<file path="src/rtl/rx_byte_fifo_if.sv">
// Handshake bundle between the UART receiver/consumer and rx_byte_fifo.
// Optional ovfCount signal present when RX_FIFO_OVF_COUNT_EN is defined.
interface rx_byte_fifo_if #(
    parameter int unsigned DATA_WIDTH = 8,
    parameter int unsigned DEPTH_LOG2 = 3
);
    logic [DATA_WIDTH-1:0] wrData;
    logic                  wrDone;
    logic                  rdReq;
    logic                  ovfClr;
    logic [DATA_WIDTH-1:0] rdData;
    logic                  rdValid;
    logic                  full;
    logic                  empty;
    logic [DEPTH_LOG2:0]   count;
    logic                  overflow;
`ifdef RX_FIFO_OVF_COUNT_EN
    logic [7:0]            ovfCount;
`endif

    modport master (
        output wrData, wrDone, rdReq, ovfClr,
`ifdef RX_FIFO_OVF_COUNT_EN
        input  ovfCount,
`endif
        input  rdData, rdValid, full, empty, count, overflow
    );

    modport slave (
        input  wrData, wrDone, rdReq, ovfClr,
`ifdef RX_FIFO_OVF_COUNT_EN
        output ovfCount,
`endif
        output rdData, rdValid, full, empty, count, overflow
    );
endinterface

</file>
<file path="src/rtl/rx_byte_fifo.sv">
// Receive byte FIFO with edge-detected write strobe, registered pop and sticky overflow.
// Define RX_FIFO_OVF_COUNT_EN to add a saturating dropped-byte counter (ovfCount).
module rx_byte_fifo #(
    parameter int unsigned DATA_WIDTH = 8,
    parameter int unsigned DEPTH_LOG2 = 3
) (
    input logic           clk,
    input logic           rst,
    rx_byte_fifo_if.slave bus
);
    localparam int unsigned DEPTH = 1 << DEPTH_LOG2;
    localparam logic [DEPTH_LOG2:0]   FULL_COUNT = (DEPTH_LOG2 + 1)'(DEPTH);
    localparam logic [DEPTH_LOG2:0]   CNT_ONE    = (DEPTH_LOG2 + 1)'(1);
    localparam logic [DEPTH_LOG2-1:0] PTR_ONE    = DEPTH_LOG2'(1);

    logic [DATA_WIDTH-1:0] mem [DEPTH];
    logic [DEPTH_LOG2-1:0] wr_ptr_q, rd_ptr_q;
    logic [DEPTH_LOG2:0]   count_q, count_d;
    logic [DATA_WIDTH-1:0] rd_data_q;
    logic                  rd_valid_q;
    logic                  overflow_q;
    logic                  wr_done_q;
    logic                  armed_q;

    logic full, empty;
    logic wr_stb, wr_acc, rd_acc, drop;

    assign full  = (count_q == FULL_COUNT);
    assign empty = (count_q == '0);

    // armed_q masks the first edge after reset so a level held through reset never writes.
    assign wr_stb = bus.wrDone & ~wr_done_q & armed_q;
    assign rd_acc = bus.rdReq & ~empty;
    assign wr_acc = wr_stb & (~full | rd_acc);
    assign drop   = wr_stb & full & ~rd_acc;

    always_comb begin
        count_d = count_q;
        unique case ({wr_acc, rd_acc})
            2'b10:   count_d = count_q + CNT_ONE;
            2'b01:   count_d = count_q - CNT_ONE;
            default: count_d = count_q;
        endcase
    end

    always_ff @(posedge clk or posedge rst) begin
        if (rst) begin
            wr_ptr_q   <= '0;
            rd_ptr_q   <= '0;
            count_q    <= '0;
            rd_data_q  <= '0;
            rd_valid_q <= 1'b0;
            overflow_q <= 1'b0;
            wr_done_q  <= 1'b0;
            armed_q    <= 1'b0;
        end else begin
            wr_done_q  <= bus.wrDone;
            armed_q    <= 1'b1;
            count_q    <= count_d;
            rd_valid_q <= rd_acc;
            if (wr_acc) begin
                wr_ptr_q <= wr_ptr_q + PTR_ONE;
            end
            if (rd_acc) begin
                rd_ptr_q  <= rd_ptr_q + PTR_ONE;
                rd_data_q <= mem[rd_ptr_q];
            end
            if (drop) begin
                overflow_q <= 1'b1;
            end else if (bus.ovfClr) begin
                overflow_q <= 1'b0;
            end
        end
    end

    always_ff @(posedge clk) begin
        if (wr_acc) begin
            mem[wr_ptr_q] <= bus.wrData;
        end
    end

`ifdef RX_FIFO_OVF_COUNT_EN
    logic [7:0] ovf_cnt_q;

    // A drop coinciding with a clear is still counted, matching the sticky flag.
    always_ff @(posedge clk or posedge rst) begin
        if (rst) begin
            ovf_cnt_q <= '0;
        end else if (bus.ovfClr) begin
            ovf_cnt_q <= drop ? 8'd1 : 8'd0;
        end else if (drop && ovf_cnt_q != 8'hff) begin
            ovf_cnt_q <= ovf_cnt_q + 8'd1;
        end
    end

    assign bus.ovfCount = ovf_cnt_q;
`endif

    assign bus.rdData   = rd_data_q;
    assign bus.rdValid  = rd_valid_q;
    assign bus.full     = full;
    assign bus.empty    = empty;
    assign bus.count    = count_q;
    assign bus.overflow = overflow_q;
endmodule

</file>
<file path="src/flat_wrapper.sv">
// flat-port wrapper written by rule: the top's interface ports become plain ports
module rx_byte_fifo_flat 
#(
    parameter int unsigned DATA_WIDTH = 8,
    parameter int unsigned DEPTH_LOG2 = 3
)
  (clk, rst, bus_wrData, bus_wrDone, bus_rdReq, bus_ovfClr, bus_rdData, bus_rdValid, bus_full, bus_empty, bus_count, bus_overflow);
  rx_byte_fifo_if #(.DATA_WIDTH(DATA_WIDTH), .DEPTH_LOG2(DEPTH_LOG2)) bus_i ();
  input logic clk;
  input logic rst;
  input wire logic [$bits(bus_i.wrData)-1:0] bus_wrData;
  input wire logic [$bits(bus_i.wrDone)-1:0] bus_wrDone;
  input wire logic [$bits(bus_i.rdReq)-1:0] bus_rdReq;
  input wire logic [$bits(bus_i.ovfClr)-1:0] bus_ovfClr;
  output wire logic [$bits(bus_i.rdData)-1:0] bus_rdData;
  output wire logic [$bits(bus_i.rdValid)-1:0] bus_rdValid;
  output wire logic [$bits(bus_i.full)-1:0] bus_full;
  output wire logic [$bits(bus_i.empty)-1:0] bus_empty;
  output wire logic [$bits(bus_i.count)-1:0] bus_count;
  output wire logic [$bits(bus_i.overflow)-1:0] bus_overflow;
  assign bus_i.wrData = bus_wrData;
  assign bus_i.wrDone = bus_wrDone;
  assign bus_i.rdReq = bus_rdReq;
  assign bus_i.ovfClr = bus_ovfClr;
  assign bus_rdData = bus_i.rdData;
  assign bus_rdValid = bus_i.rdValid;
  assign bus_full = bus_i.full;
  assign bus_empty = bus_i.empty;
  assign bus_count = bus_i.count;
  assign bus_overflow = bus_i.overflow;
  rx_byte_fifo #(.DATA_WIDTH(DATA_WIDTH), .DEPTH_LOG2(DEPTH_LOG2)) u_core (.clk(clk), .rst(rst), .bus(bus_i));
endmodule
</file>
<file path="config.mk">
export PLATFORM = sky130hd
export DESIGN_NAME = rx_byte_fifo_flat
export DESIGN_NICKNAME = d
export VERILOG_FILES = /design/src/rtl/rx_byte_fifo_if.sv /design/src/rtl/rx_byte_fifo.sv /design/src/flat_wrapper.sv
export SDC_FILE = /design/constraint.sdc
export NUM_CORES = 1
export LEC_CHECK = 0
export BUFFER_PORTS_ARGS = -buffer_cell sky130_fd_sc_hd__buf_2
export CAP_MARGIN = 20
export CORE_AREA = 2 2 96 98
export DETAILED_ROUTE_END_ITERATION = 7
export DIE_AREA = 0 0 98 100
export PLACE_DENSITY = 0.62
export SYNTH_ARGS = -nofsm -noshare
export SYNTH_HDL_FRONTEND = slang
export SYNTH_SLANG_ARGS = --single-unit
</file>
<file path="constraint.sdc">
create_clock -name clk -period 2.95 [get_ports clk]
set_input_delay 0.4425 -clock clk [delete_from_list [all_inputs] [get_ports clk]]
set_output_delay 0.4425 -clock clk [all_outputs]
set_load 0.02 [all_outputs]
</file>
* Yosys cells after proc, flatten, opt, wreduce, memory -nomap -nowiden
Memory sizes are Yosys's and may differ from the RTL's. A register that Yosys moved wholly into a read port is not among the register bits.
Cells that the tools add are included.
Widths: inputs -> output; s select.
** Operators by class
- Equality and inequality tests :: 3
- $add $sub $neg :: 4
- Bitwise logic cells :: 11
- Reduce and logical (&&, ||, !) cells :: 3
- Mux-type cells :: 5
** Operator list (number)
- $pmux 4 s2 :: 1
- $add 3x1->3 const B :: 2
- $and 1x1->1 :: 6
- $add 4x1->4 const B :: 1
- $eq 4x4->1 const B :: 1
- $logic_not 4->1 :: 1
- $mux 1 :: 4
- $not 1->1 :: 4
- $reduce_bool 2->1 :: 2
- $sub 4x1->4 const B :: 1
- $eq 2x1->1 const B :: 1
- $eq 2x2->1 const B :: 1
- $or 1x1->1 :: 1
** Word-level totals
- Input port bits :: 13
- Memories kept :: 1
- Memory bits (writable) :: 64
- Word-level logic and storage cells :: 34
- Flip-flop bits (word level) :: 14
** Memories
- u_core.mem :: depth 8, bits a word 8, read ports 1, clocked after memory_dff 1, wr ports 1, RTL line rx_byte_fifo.sv:16 : logic [DATA_WIDTH-1:0] mem [DEPTH];

* Depth between registers and ports, before layout
Gate-level depths: netlist of the first run.
- Depth after elaboration :: 7
- Gate-level depth with buffers :: 10

* Least setup slack after synthesis of the first run
OpenSTA, ideal clock, no wires.
- Path kind :: reg2reg
- From :: reg u_core.count_q[1] (netlist: u_core.bus.count[1])
- To :: reg u_core.count_q[3] (netlist: u_core.bus.count[3])
- Stages on the path, launching flop included :: 11
- Arrival time :: 2302 ps
- Setup slack :: 555 ps
- Library setup time :: 93 ps
- Cells stage by stage :: dfrtp_1 -> or3_4 -> o21ai_2 -> inv_1 -> nand2_1 -> inv_1 -> ha_1 -> nand3_1 -> and2_1 -> a311o_1 -> o221ai_1
** On the way
- Longest elaborated chain between the ends :: 7
- Elaborated cells between the ends (all ways) :: 13
** Ends and longest elaborated chain
- from (decl) :: RTL line rx_byte_fifo.sv:18 : logic [DEPTH_LOG2:0] count_q, count_d;
- from (signal assigned) :: RTL line rx_byte_fifo.sv:59 : count_q <= count_d;
- $logic_not 4->1 (*) :: RTL line rx_byte_fifo.sv:29 : assign empty = (count_q == '0);
- $not 1->1 (*) :: RTL line rx_byte_fifo.sv:33 : assign rd_acc = bus.rdReq & ~empty;
- $and 1x1->1 (*) :: RTL line rx_byte_fifo.sv:33
- net u_core.rd_acc :: RTL line rx_byte_fifo.sv:26 : logic wr_stb, wr_acc, rd_acc, drop;
- $or 1x1->1 :: RTL line rx_byte_fifo.sv:34 : assign wr_acc = wr_stb & (~full | rd_acc);
- $and 1x1->1 :: RTL line rx_byte_fifo.sv:34
- $eq 2x1->1 / $eq 2x2->1 (equally long branches) :: RTL line rx_byte_fifo.sv:39 : unique case ({wr_acc, rd_acc})
- $pmux 4 s2 / $reduce_bool 2->1 (equally long branches)
The timed path passes the listed nets; every way through them passes the cells marked *.
A chain may end at the register's enable or synchronous reset.

* Final worst setup path of the first run
Same ends and word-level chain as after synthesis.

==> results of run 1 <==
==> per-stage QoR <==
| stage | std cells | setup WS (ns) | hold slack (ns) |
|---|---|---|---|
| floorplan | 206 | 0.555 | 0.432 |
| global placement | 347 | 0.585 | 0.459 |
| detailed placement | 347 | 0.492 | 0.465 |
| CTS | 363 | 0.474 | 0.223 |
| global route | 363 | 0.253 | 0.224 |
| finish | 363 | 0.475 | 0.235 |
==> registers in the layout, summed over array words and instances (netlist names) <==
register and flops:
u_core.armed_q 1, u_core.bus.overflow 1, u_core.bus.rdData 8, u_core.bus.rdValid 1, u_core.rd_ptr_q 3, u_core.mem 64
u_core.wr_done_q 1, u_core.bus.count 4, u_core.wr_ptr_q 3
==> layout make-up <==
class                      instances  area, sq um  area share [%]
clock inverter                     7         73.8            1.84
tap                              111          139            3.46
inverter                           8         30.0           0.747
sequential                        86         2470            61.5
clock buffer                       9          124            3.08
multi-input combinational        104          963            24.0
timing repair buffer              38          215            5.36
==> worst min path at each step <==
| stage | startpoint | to | slack, ns | depth (start not counted) |
|---|---|---|---|---|
| final | bus_wrDone | u_core.wr_done_q | 0.23 | 1 |
| after global routing | bus_wrDone | u_core.wr_done_q | 0.22 | 1 |
| after CTS | bus_wrDone | u_core.wr_done_q | 0.22 | 1 |
| after detailed placement | u_core.bus.rdData[3] | u_core.bus.rdData[3] | 0.46 | 2 |
| after global placement | u_core.bus.rdData[4] | u_core.bus.rdData[4] | 0.46 | 2 |
| after floorplan | rst | u_core.armed_q | 0.43 | 1 |
==> logic make-up after synthesis <==
family	after synthesis
adder cells (fa/ha/maj)	5
flip-flops	86
XOR/XNOR	7
other	1
buffers and inverters	16
multiplexers	25
AND/OR/NAND/NOR	43
AO/OA/AOI/OAI	23
==> cells in the mapped netlist, types with 2 or more instances <==
master	n	area (sq um)
edfxtp_1	64	1920
dfrtp_1	22	551
nand2_1	19	71.3
mux4_2	16	360
nor2_1	10	37.5
inv_1	8	30.0
mux2i_1	8	80.1
o21ai_0	5	25.0
xnor2_1	5	43.8
a21oi_1	4	20.0
ha_1	4	50.1
buf_6	3	33.8
nand2b_1	3	18.8
nor3_1	3	15.0
o21ai_1	3	15.0
o221ai_1	2	17.5
xor2_1	2	17.5
==> critical path, stage by stage (launching register included) <==
cell and delay (ns):
dfrtp_1 0.49, or3_4 0.42, o21ai_2 0.13, inv_1 0.10, nand2_1 0.11, inv_1 0.07
ha_1 0.32, a21oi_1 0.09, a211oi_1 0.32, a311o_1 0.18, o221ai_1 0.10
==> layer usage <==
layer,up-vias,part of all wire (%),track usage [%]
met5,-,0,0
met4,0,1.3,4.81
met3,8,3.0,3.69
met2,29,46,20.5
met1,916,50,18.6
li1,865,-,-
==> report_power, final <==
group	total (mW)	internal (mW)	switching (mW)
clock network	0.816	0.394	0.422
registers	1.68	1.46	0.217
logic	1.09	0.525	0.570
==> metrics.md, run 1 <==
| Metric | Value |
|---|---|
| PwrDens | `894 mW/mm^2` |
| Post-route minimum period | `2.48 ns` |
| Yosys cell types | `42` |
| Crit share post-route | `83.9%` |
| Vias per cell | `5.01` |
| Core box area | `0.00889 sq mm` |
| Part of the Yosys area used for sequential elements | `69.8%` |
| Setup Skew | `0.00749 ns` |
| P&R area growth vs syn | `13.5%` |
| Peak VDD IR | `0.000270 V` |
| Vias in the first global route | `1807` |
| Worst setup SP type | `register` |
| Status | `finished, final reports clean` |
| Ant. Diodes | `0` |
| R2R depth | `10` |
| Initial Util | `39.8%` |
| Reg2Reg Capture Point | `u_core.bus.count[3]` |
| Die width | `98 um` |
| Most frequent cells in the layout | `edfxtp_1, buf_2, dfrtp_1, nand2_1, mux4_2` |
| Total GRT Usage | `13.4%` |
| Synth Area in Simple Gates | `6.04%` |
| Die height | `100 um` |
| Yosys reg bits | `86` |
| Sink Count | `86` |
| Filler cells | `781` |
| Final Wtd Congestion | `0.775` |
| Post-route ant nets | `0` |
| Synth Area in Compound Gates | `4.60%` |
| PnR Total Power | `3.59 mW` |
| Worst EP arrival | `2.69 ns` |
| Worst setup path start | `u_core.bus.count[1]` |
| Final Setup Violations | `0` |
| Post-DP Area | `0.00382 sq mm` |
| Worst slew pin tran | `0.836 ns` |
| Root buffer cell | `clkbuf_8` |
| First-pass GRT wire length | `9830 um` |
| Postcts setup bufs | `0` |
| Static Leak | `1.48 nW` |
| Syn Std Cell Area | `0.00354 sq mm` |
| Dpl hpwl | `3980 um` |
| Main combinational cell family by area after synthesis | `multiplexers` |
| Largest net degree at the start of global routing | `23` |
| Setup crit end | `u_core.bus.count[3]` |
| Drt first-iter violations | `82` |
| Synth async-reset ratio | `25.6%` |
| Total negative slack | `0 ns` |
| Worst slew margin | `44.3%` |
| Hold Fails Final Rpt | `0` |
| Vias | `1818` |
| Post-Synth Adder-Cell Area | `1.98%` |
| Post-route cell area | `0.00402 sq mm` |
| Die area | `0.00980 sq mm` |
| Max-Cap Viols | `0` |
| WS Path Type | `register to register` |
| Antenna violations before repair | `0` |
| Worst EP required | `3.17 ns` |
| Total CTS buffers | `9` |
| Gates resized, CTS repair | `0` |
| CTS Hold Bufs | `0` |
| Clk Latency, worst-skew pair | `0.35 ns` |
| Post-Syn Nets | `224` |
| RSZ-0062 raised after global routing | `false` |
| IO Count | `29` |
| R2R setup slack | `0.47 ns` |
| Slew Limit Fails | `0` |
| Post-synthesis cell count | `206` |
| First-pass iteration count of the detailed router | `4` |
| Achievable clock frequency | `404 MHz` |
| WL final | `6200 um` |
| Synth Flop Type | `edfxtp_1` |
| Routed len/inst | `17.1 um` |
| Worst r2r src | `u_core.bus.count[1]` |
| Most common cell after layout, fill and taps aside | `edfxtp_1` |
| Multiplexer share of the synthesized area | `12.8%` |
| Max Root-Sink Buffers | `2` |
| Worst setup EP type | `register` |
| Hold WC Path Type | `input port to register` |
| # nets final | `265` |
| Final Core Density | `45.2%` |
| Syn_area_per_cell | `17.2 sq um` |
| Worst-path clk slew | `0.09 ns` |
| Post-synth EDFFs | `64` |
| Layout cells sized above 1 | `30.2%` |
| GRT overflow | `0` |
| Drt drc | `0` |
| Post-Synth XOR/XNOR Area | `1.73%` |
| H-Tree Depth | `3` |
| IO buf count | `28` |
| CTS tree | `yes` |
| CP Max Fanout | `8` |
| Yosys warning total | `0` |
| Num rows | `35` |
(Power assumes the default switching activity.)
==> inputs of run 2 (changes only) <==
--- a/config.mk
+++ b/config.mk
@@ -10,7 +10,7 @@
 export CORE_AREA = 2 2 96 98
 export DETAILED_ROUTE_END_ITERATION = 7
 export DIE_AREA = 0 0 98 100
-export PLACE_DENSITY = 0.62
+export PLACE_DENSITY = 0.64
 export SYNTH_ARGS = -nofsm -noshare
 export SYNTH_HDL_FRONTEND = slang
 export SYNTH_SLANG_ARGS = --single-unit
==> constraint.sdc (replaced) <==
create_clock -name clk -period 2.2 [get_ports clk]
set_input_delay 0.33 -clock clk [delete_from_list [all_inputs] [get_ports clk]]
set_output_delay 0.33 -clock clk [all_outputs]
set_load 0.02 [all_outputs]
==> metrics.md, run 2 (synthesis results as in run 1) <==
| Metric | Value |
|---|---|
| Status | `finished, final reports clean` |
| Ant. Diodes | `0 (unchanged)` |
| Antenna violations before repair | `0 (unchanged)` |
| Placed insts | `365 (+5.2%)` |
| Peak VDD IR | `0.000558 V (+110%)` |
| Worst setup SP type | `register` |
| Clk Latency, worst-skew pair | `0.35 ns (about the same)` |
| Worst setup EP type | `register` |
| Core box area | `0.00889 sq mm (unchanged)` |
| Total GRT Usage | `14.3% (+0.93 points)` |
| Die height | `100 um (unchanged)` |
| Hold WC Path Type | `input port to asynchronous set/reset pin` |
| Post-route minimum period | `2.16 ns (-0.313 ns)` |
| Worst slew margin | `58.6% (+14 points)` |
| First-pass GRT wire length | `10400 um (+5.5%)` |
| Worst EP required | `2.42 ns (-0.75 ns)` |
| Cell mode on critical path | `inv_2` |
| Most common cell after layout, fill and taps aside | `edfxtp_1` |
| Post-DP Area | `0.00401 sq mm (+5.0%)` |
| Hold Fails Final Rpt | `0 (unchanged)` |
| CP Max Fanout | `3 (-5)` |
| # nets final | `285 (+7.5%)` |
| Initial Util | `39.8% (unchanged)` |
| Area of the multi-input gates | `0.00104 sq mm (+7.7%)` |
| Largest net degree at the start of global routing | `20 (-13%)` |
| Slew Limit Fails | `0 (unchanged)` |
| Filler cells | `763 (-2.3%)` |
| Routed len/inst | `17.3 um (+1.4%)` |
| Worst slew pin tran | `0.620 ns (-0.215 ns)` |
| Max incr delay on CP | `0.41 ns (-0.08 ns)` |
| WS Path Type | `register to register` |
| P&R area growth vs syn | `20.1%` |
| Drt first-iter violations | `127 (+55%)` |
| Setup Skew | `0.00748 ns (-0.00000638 ns)` |
| PwrDens | `1210 mW/mm^2 (+35%)` |
| IO Count | `29 (unchanged)` |
| Final Wtd Congestion | `0.785 (+1.3%)` |
| Post-route cell area | `0.00425 sq mm (+5.9%)` |
| Vias | `1944 (+6.9%)` |
| Achievable clock frequency | `463 MHz (+14%)` |
| PnR Total Power | `5.15 mW (+43%)` |
| Die width | `98 um (unchanged)` |
| Root buffer cell | `clkbuf_8` |
| H-Tree Depth | `3 (unchanged)` |
| FF/Latch Area | `0.00248 sq mm (+0.15%)` |
| Die area | `0.00980 sq mm (unchanged)` |
| Sink Count | `86 (unchanged)` |
| Static Leak | `1.59 nW (+7.7%)` |
| Total negative slack | `0 ns (unchanged)` |
| IO buf count | `28 (unchanged)` |
| Dpl hpwl | `4470 um (+12%)` |
| Total CTS buffers | `9 (unchanged)` |
| Max Root-Sink Buffers | `2 (unchanged)` |
| CTS tree | `yes` |
| Crit share post-route | `98.3% (+14 points)` |
| Post-route ant nets | `0 (unchanged)` |
| Drt drc | `0 (unchanged)` |
| Vias per cell | `5.08 (+1.3%)` |
| GRT overflow | `0 (unchanged)` |
| Final Non-Filler Cells | `383 (+5.5%)` |
| WL final | `6630 um (+7.0%)` |
| Most frequent cells in the layout | `edfxtp_1, buf_4, buf_2, dfrtp_1, nand2_1` |
| Final Setup Violations | `0 (unchanged)` |
| Worst EP arrival | `2.38 ns (-0.31 ns)` |
| Largest register FFs | `64 (unchanged)` |
| CP Cell Sequence | `or3_4, o21ai_4, inv_2, nand2_2, inv_2, ha_4, nand3_4, a211oi_2, a311o_1, o221ai_1` |
| Top reg by flops | `u_core.mem` |
| R2R setup slack | `0.04 ns (-0.44 ns)` |
| RSZ-0062 raised after global routing | `true` |
| Max-Cap Viols | `0 (unchanged)` |
| Critical path's slowest cell | `or3_4` |
| Layout cells sized above 1 | `39.3% (+9.2 points)` |
| Num rows | `35 (unchanged)` |
| Vias in the first global route | `2015 (+12%)` |
| Worst-path clk slew | `0.08 ns (about the same)` |
| First-pass iteration count of the detailed router | `4 (unchanged)` |
## run 2: cell types whose count changed in the layout (fill, tap and decap cells not counted), moves of 2 or more
cell        previous run  this run
buf_4                 10        30
dfrtp_1               22        19
dfrtp_2                0         3
clkinvlp_4             2         0
ha_1                   4         2
ha_4                   0         2
inv_1                  8         6
inv_2                  0         2
## run 2: path summary, 6_finish.rpt
path / start / endpoint / cells after the start
worst max-delay path: u_core.bus.count[2] / u_core.bus.count[3] / 10
worst min-delay path: rst / u_core.bus.overflow / 2
worst max register to register: u_core.bus.count[2] / u_core.bus.count[3] / 10
worst min register to register: u_core.bus.rdData[7] / u_core.bus.rdData[7] / 2
max in group asynchronous: rst / u_core.wr_ptr_q[1] / 3
min in group clk: bus_wrDone / u_core.wr_done_q / 1
## run 2: critical path, delay by kind of cell (launching register included)
family | cells | cell delay [ns]
fa+ha+maj | 1 | 0.31
buf+inv | 2 | 0.12
simple gates | 3 | 0.57
compound gates | 4 | 0.64
flops | 1 | 0.40
## run 2: final cells by class
cell class | count | share of cell area, %
Tap cell | 111 | 3.27
Clock buffer | 10 | 3.00
Multi-Input combinational cell | 104 | 24.4
Sequential cell | 86 | 58.2
Timing Repair Buffer | 58 | 8.59
Inverter | 8 | 0.706
Clock inverter | 6 | 1.82
## run 2: routing by layer
layer / GRT usage, % / vias up / wire, um
li1: - / 908 / -
met1: 19.3 / 988 / 3170
met2: 22.2 / 35 / 3100
met3: 3.76 / 13 / 220
met4: 6.20 / 0 / 147
met5: 0 / - / 0
## run 2: what timing repair did
item,in CTS,in global routing
setup endpoints to repair,0,2
endpoints found under the hold margin,0,0
resized for setup,0,3
hold buffers,0,0
setup buffers,0,2
## run 2: per-stage QoR
step | util (%) | worst slack [ns] | hold slack (ns)
2_1_floorplan | - | -0.0503 | 0.319
3_3_place_gp | 45.1 | 0.0971 | 0.413
3_5_place_dp | 45.1 | 0.0489 | 0.430
4_1_cts | 47.4 | 0.0294 | 0.0408
5_1_grt | 47.8 | -0.0641 | 0.0712
6_report | 47.8 | 0.0381 | 0.0323
## run 2: where the power goes
part,switching (mW),internal [mW],total [mW]
sequential,0.180,1.97,2.15
combinational,0.980,0.876,1.86
clock,0.511,0.628,1.14
